===== config.mk =====
export PLATFORM = sky130hd
export DESIGN_NAME = modulo_counter
export DESIGN_NICKNAME = d
export VERILOG_FILES = /design/src/rtl/modulo_counter_pkg.sv /design/src/rtl/count_prescaler.sv /design/src/rtl/modulo_counter.sv
export SDC_FILE = /design/constraint.sdc
export NUM_CORES = 1
export LEC_CHECK = 0
export ABC_AREA = 1
export ABC_CLOCK_PERIOD_IN_PS = 2000
export BUFFER_PORTS_ARGS = -buffer_cell sky130_fd_sc_hd__buf_4
export CAP_MARGIN = 15
export CORE_UTILIZATION = 44
export DETAILED_ROUTE_END_ITERATION = 7
export HOLD_SLACK_MARGIN = 0.05
export PLACE_DENSITY = 0.66
export SLEW_MARGIN = 10
export SYNTH_ARGS = -nofsm -noshare
export SYNTH_HDL_FRONTEND = slang
export SYNTH_SLANG_ARGS = --single-unit

===== constraint.sdc =====
create_clock -name clock -period 2 [get_ports clock]
set_clock_uncertainty 0.1 [all_clocks]
set_input_delay 0.2 -clock clock [delete_from_list [all_inputs] [get_ports clock]]
set_output_delay 0.2 -clock clock [all_outputs]
set_load 0.05 [all_outputs]

===== src/rtl/modulo_counter_pkg.sv =====
// Shared definitions for the modulo_counter slice: direction encodings, default
// sizing and the per-edge operation decode used by the counter.
package modulo_counter_pkg;

  localparam logic DIR_UP   = 1'b1;
  localparam logic DIR_DOWN = 1'b0;

  localparam int          DEFAULT_WIDTH     = 32;
  localparam logic [31:0] DEFAULT_MAX_COUNT = 32'hFFFF_FFFF;

  typedef enum logic [1:0] {
    OP_HOLD  = 2'd0,
    OP_CLEAR = 2'd1,
    OP_LOAD  = 2'd2,
    OP_STEP  = 2'd3
  } op_e;

endpackage


===== src/rtl/count_prescaler.sv =====
// Enabled-cycle prescaler: emits a one-cycle step tick on every PRESCALE_DIV-th
// enabled cycle. Only instantiated when COUNTER_PRESCALER_EN is defined.
module count_prescaler #(
  parameter int PRESCALE_DIV = 4
) (
  input  logic clock,
  input  logic reset,
  input  logic enable,
  input  logic clear,
  output logic tick
);

  localparam int PW = (PRESCALE_DIV > 1) ? $clog2(PRESCALE_DIV) : 1;
  localparam logic [PW-1:0] LAST = PW'(PRESCALE_DIV - 1);

  logic [PW-1:0] cnt_q;
  logic [PW-1:0] cnt_d;

  assign tick = enable && (cnt_q == LAST);

  always_comb begin
    cnt_d = cnt_q;
    if (clear) begin
      cnt_d = '0;
    end else if (enable) begin
      cnt_d = (cnt_q == LAST) ? '0 : cnt_q + 1'b1;
    end
  end

  always_ff @(posedge clock) begin
    if (!reset) begin
      cnt_q <= '0;
    end else begin
      cnt_q <= cnt_d;
    end
  end

endmodule


===== src/rtl/modulo_counter.sv =====
// Up/down modulo counter with clear, saturating parallel load, terminal-count
// pulse and sticky wrap flag. Define COUNTER_PRESCALER_EN to add the step prescaler.
module modulo_counter
  import modulo_counter_pkg::*;
#(
  parameter int          WIDTH        = DEFAULT_WIDTH,
  parameter logic [31:0] MAX_COUNT    = DEFAULT_MAX_COUNT,
  parameter logic [31:0] RESET_VALUE  = 32'd0,
  parameter int          PRESCALE_DIV = 4
) (
  input  logic             clock,
  input  logic             reset,
  input  logic             enable,
  input  logic             up_down,
  input  logic             clear,
  input  logic             load,
  input  logic [WIDTH-1:0] load_value,
  input  logic             wrap_clr,
  output logic [WIDTH-1:0] counting,
  output logic             terminal_count,
  output logic             wrap_sticky
);

  localparam logic [WIDTH-1:0] MAX_V = MAX_COUNT[WIDTH-1:0];
  localparam logic [WIDTH-1:0] RST_V = RESET_VALUE[WIDTH-1:0];

  if (WIDTH < 2 || WIDTH > 32 || PRESCALE_DIV < 1 || RST_V > MAX_V) begin : g_bad_param
    $error("modulo_counter: illegal parameter combination");
  end

  function automatic logic [WIDTH-1:0] sat_load(input logic [WIDTH-1:0] v);
    return (v > MAX_V) ? MAX_V : v;
  endfunction

  logic             step;
  op_e              op;
  logic             wrap;
  logic [WIDTH-1:0] cnt_q, cnt_d;
  logic             tc_q, tc_d;
  logic             sticky_q, sticky_d;

`ifdef COUNTER_PRESCALER_EN
  count_prescaler #(
    .PRESCALE_DIV(PRESCALE_DIV)
  ) u_prescaler (
    .clock (clock),
    .reset (reset),
    .enable(enable),
    .clear (clear | load),
    .tick  (step)
  );
`else
  assign step = enable;
`endif

  always_comb begin
    op = OP_HOLD;
    if (clear) begin
      op = OP_CLEAR;
    end else if (load) begin
      op = OP_LOAD;
    end else if (step) begin
      op = OP_STEP;
    end
  end

  // Next-state: only a step can wrap, so clear/load never pulse terminal_count.
  always_comb begin
    cnt_d    = cnt_q;
    wrap     = 1'b0;
    unique case (op)
      OP_CLEAR: cnt_d = RST_V;
      OP_LOAD:  cnt_d = sat_load(load_value);
      OP_STEP: begin
        unique case (up_down)
          DIR_UP: begin
            if (cnt_q >= MAX_V) begin
              cnt_d = '0;
              wrap  = 1'b1;
            end else begin
              cnt_d = cnt_q + 1'b1;
            end
          end
          DIR_DOWN: begin
            if (cnt_q == '0) begin
              cnt_d = MAX_V;
              wrap  = 1'b1;
            end else begin
              cnt_d = cnt_q - 1'b1;
            end
          end
          default: cnt_d = cnt_q;
        endcase
      end
      default: cnt_d = cnt_q;
    endcase

    tc_d     = wrap;
    sticky_d = sticky_q;
    if (wrap_clr) begin
      sticky_d = 1'b0;
    end
    if (wrap) begin
      sticky_d = 1'b1;
    end
  end

  always_ff @(posedge clock) begin
    if (!reset) begin
      cnt_q    <= RST_V;
      tc_q     <= 1'b0;
      sticky_q <= 1'b0;
    end else begin
      cnt_q    <= cnt_d;
      tc_q     <= tc_d;
      sticky_q <= sticky_d;
    end
  end

  assign counting       = cnt_q;
  assign terminal_count = tc_q;
  assign wrap_sticky    = sticky_q;

endmodule

Yosys cells after proc, flatten, opt, wreduce, memory -nomap -nowiden
Index checks and enable logic that the tools add are counted.
{"block": "classes", "add_sub_neg": 2, "magnitude_cmp": 2, "n_eq_ne": 3, "mux": 14, "bitwise": 1, "n_reduce_logical": 3}
{"cell": "32-bit two-way mux", "n": 3}
{"cell": "32-bit case mux with 3 select lines", "n": 1}
{"cell": "32-bit case mux with 2 select lines", "n": 1}
{"cell": "32-bit by 1-bit adder with 32-bit output, second input constant", "n": 1}
{"cell": "32-bit greater-or-equal comparator, second input constant", "n": 1}
{"cell": "32-bit greater-than comparator, second input constant", "n": 1}
{"cell": "32-bit logical NOT", "n": 1}
{"cell": "32-bit by 1-bit subtractor with 32-bit output, second input constant", "n": 1}
{"cell": "2-bit two-way mux", "n": 3}
{"cell": "1-bit two-way mux", "n": 5}
{"cell": "2-bit == test, second input constant", "n": 2}
{"cell": "3-bit nonzero test", "n": 1}
{"cell": "2-bit by 1-bit == test with 1-bit output, second input constant", "n": 1}
{"cell": "1-bit case mux with 2 select lines", "n": 1}
{"cell": "2-bit nonzero test", "n": 1}
{"cell": "1-bit NOT", "n": 1}
{"block": "word_totals", "reg_bits": 34, "in_bits": 39, "out_inout_bits": 34, "elab_cells": 28}

Logic depth before layout (Yosys ltp)
{"block": "logic_depth", "word_depth": 6, "depth_mapped": 12, "depth_no_buf": 12}

Least setup slack after synthesis
Ideal clock, no wire load.
{"block": "synth_timing", "path_type": "flip-flop to flip-flop", "from": "register cnt_q[0] (netlist: counting[0])", "to": "register cnt_q[1] (netlist: counting[1])", "setup_ns": 0.128, "arrival_ns": 2.001, "path_slack_ns": -0.229, "path_stages_with_launch": 12, "path_cell_list": "dfxtp_1 -> inv_1 -> ha_1 -> nand2_4 -> nor2_8 -> nand3_4 -> nor2_4 -> nor2_2 -> buf_6 -> nand2_1 -> a21oi_1 -> nor2_1"}
{"block": "synth_via", "elab_chain_cells": 4, "elab_cells_between_ends": 8, "cone_classes": "add/sub: 2; order compare: 1; mux: 4; reduce/logical: 1"}
{"item": "start: declaration", "line_no": "modulo_counter.sv:38", "text": "logic [WIDTH-1:0] cnt_q, cnt_d;"}
{"item": "start signal: assignment", "line_no": "modulo_counter.sv:114", "text": "cnt_q <= cnt_d;"}
{"item": "32-bit by 1-bit subtractor with 32-bit output (tied with other cells)", "line_no": "modulo_counter.sv:89", "text": "cnt_d = cnt_q - 1'b1;"}
{"item": "32-bit two-way mux, on equally long branches", "line_no": "modulo_counter.sv:85, modulo_counter.sv:77"}
{"item": "32-bit case mux with 2 select lines *", "line_no": "modulo_counter.sv:75", "text": "unique case (up_down)"}
{"item": "32-bit case mux with 3 select lines *", "line_no": "modulo_counter.sv:71", "text": "unique case (op)"}
Mark *: on every way between the ends. The rest lies on a longest branch, timed or not.
A chain may end at the register's enable or synchronous reset.

Final worst setup path
{"block": "layout_timing", "from": "register cnt_q[1] (netlist: counting[1])", "to": "register cnt_q[15] (netlist: counting[15])"}
Same word-level chain as after synthesis.

==> metrics.cfg <==
[cells_and_area]
multi_input_area_sq_um = 2680
stdcell_count = 874
fillers = 892
drive_gt1_frac = 0.207
fin_area_sq_um = 4630
area_growth_pct = 22.8
antenna_cells = 0
nets = 809
regArea_sq_um = 704

[clocking]
cts_made_buffers = 5
clk_latency_ps = 310
clock-root-buffer = clkbuf_8
clock_sinks = 34
ctsHoldBuffers = 0
cts.reportedPaths.clkPinSlew_ps = 80
h-tree-depth = 2
cts_tree = done
postCtsSetupBuffers = 0
cts_resized = 0
cts_buffer_depth = 2

[setup_path]
critPathRequiredTime_ps = 2100
crit_type = register to register
end_kind = register
crit_path_start_kind = register
worst_ep_arrival_time_ps = 1960
crit_fanout = 7

[die]
pin_count = 73
die_x_microns = 94.6
floorplan.die_area_sq_um = 8940
dieHeight_microns = 94.6
floorplan.initialDensity = 0.457
core_sq_um = 8260
rows = 33

[power]
ir_drop_uv = 256
powerDensity_nw_per_um2 = 498
total_power_mw = 2.31
p_leak_nw = 1.99

[drt]
dr.pass1.iters = 5
drt-initial-drc-count = 239
remaining_drc_errors = 0
highest_layer = met4
viasPerCell = 5.34
route.met3.wl_microns = 836
dr_wl_met2_microns = 6210
antenna_left = 0
wl_microns = 13900
wire_per_inst_microns = 15.9
vias = 4667
wl_met1_microns = 6540

[yosys]
syn_area_per_cell_sq_um = 5.45
synth_cell_type_count = 32
syn-cell-area_sq_um = 3770
synth.yosys.warnings = 0
synth_seq_cells = 34
synth.largest_area_cell = nand2_1
netlist_instances = 692
synth_top_area_frac = 0.217
synthTopCellsByArea = nand2_1, dfxtp_1, nor2_1, nand3_1, inv_1
async_flop_share = 0
synth_flop_cell = dfxtp_1
ys_seq_area_frac = 0.181
syn-num-nets = 733
yosys-top-cells-count = nand2_1, nor2_1, inv_1
synth-edff-count = 0
yosysMostFrequentCell = nand2_1

[sta]
whs_ps = 65.6
period_share = 0.931
tightest_slew_ps = 947
tns_ps = 0
finalMaxSlewViolations = 0
maxSlewHeadroom = 0.368
fmax_mhz = 537
fin_crit_ps = 1860
hold_viol = 0
setup_violations = 0

[global_route]
overflow = 0
antenna_found_initial = 0
grt_pass1_wl_microns = 22100
grt_pass1_vias = 4417
grt_usage = 0.324
grt_max_degree = 33

[place]
place_area_sq_um = 4490
dp.cells = 866
dp_hpwl_microns = 10500
globalplace.congestion = 0.969
portBuffers = 72

[run]
maxCapViolCount = 0

[run_status]
outcome = finished clean

[worst_hold_path]
hp-class = input port to register

==> critical path, cell delays in order (launching register included) <==
cell	delay, ps
dfxtp_2	370
ha_1	190
nand2_1	90
nor2_2	130
nand2_2	120
nor2_8	190
nand3_4	110
nand2_1	70
inv_1	80
nand2_1	60
nand2_1	60
a21oi_1	130
nor2_1	50
==> registers in the layout, indices dropped and copies added, names as in the netlist <==
name            count
wrap_sticky         1
counting           32
terminal_count      1
==> layout by cell type (no fill, tap or decap), drive strengths merged, types with 3 or more instances in the layout <==
cell and instances:
a21oi 31, buf 94, a31oi 5, and2 3
clkbuf 7, o21ai 45, inv 79, xor2 18
nand3 80, nor2 123, o211ai 7, dfxtp 34
nand4 9, nand2 225
==> kinds of logic after synthesis <==
logic type      count (synthesis)  synth area share
flops                          34             0.181
fa+ha+maj                       2           0.00664
xor+xnor                       18            0.0418
simple gates                  444             0.524
buf+inv                       104             0.117
compound gates                 90             0.129
==> metrics by stage <==
step                      utilization  setup WS [ps]
after detailed placement        0.544           78.3
after floorplan                     -           3.93
final                           0.560            138
after global routing            0.560          -5.02
after global placement          0.544           85.7
after CTS                       0.555           69.3
==> area by class of cell <==
type | instances | share of cell area
multi-input combinational | 554 | 0.580
timing repair buffer | 94 | 0.155
sequential | 34 | 0.152
inverter | 79 | 0.0646
tap | 105 | 0.0284
clock buffer | 7 | 0.0187
clock inverter | 1 | 0.00108
==> worst paths after layout <==
kind / start / end / slack [ps] / depth (start not counted)
worst max-delay path: counting[1] / counting[15] / 140 / 12
worst max register to register: counting[1] / counting[15] / 140 / 12
worst min-delay path: wrap_clr / wrap_sticky / 70 / 3
worst min register to register: wrap_sticky / wrap_sticky / 410 / 2
==> layer usage <==
metal | track usage | vias to the layer above
met5 | 0 | -
met4 | 0.109 | 0
met3 | 0.0370 | 19
met2 | 0.527 | 155
met1 | 0.442 | 2141
li1 | - | 2352
==> where the power goes <==
part           internal [mW]  leakage, nW  switching, mW
registers              0.708        0.285         0.0692
logic                  0.326         1.66          0.613
clock network          0.279       0.0482          0.312
total                   1.31         1.99          0.993
(Power assumes the default switching activity.)
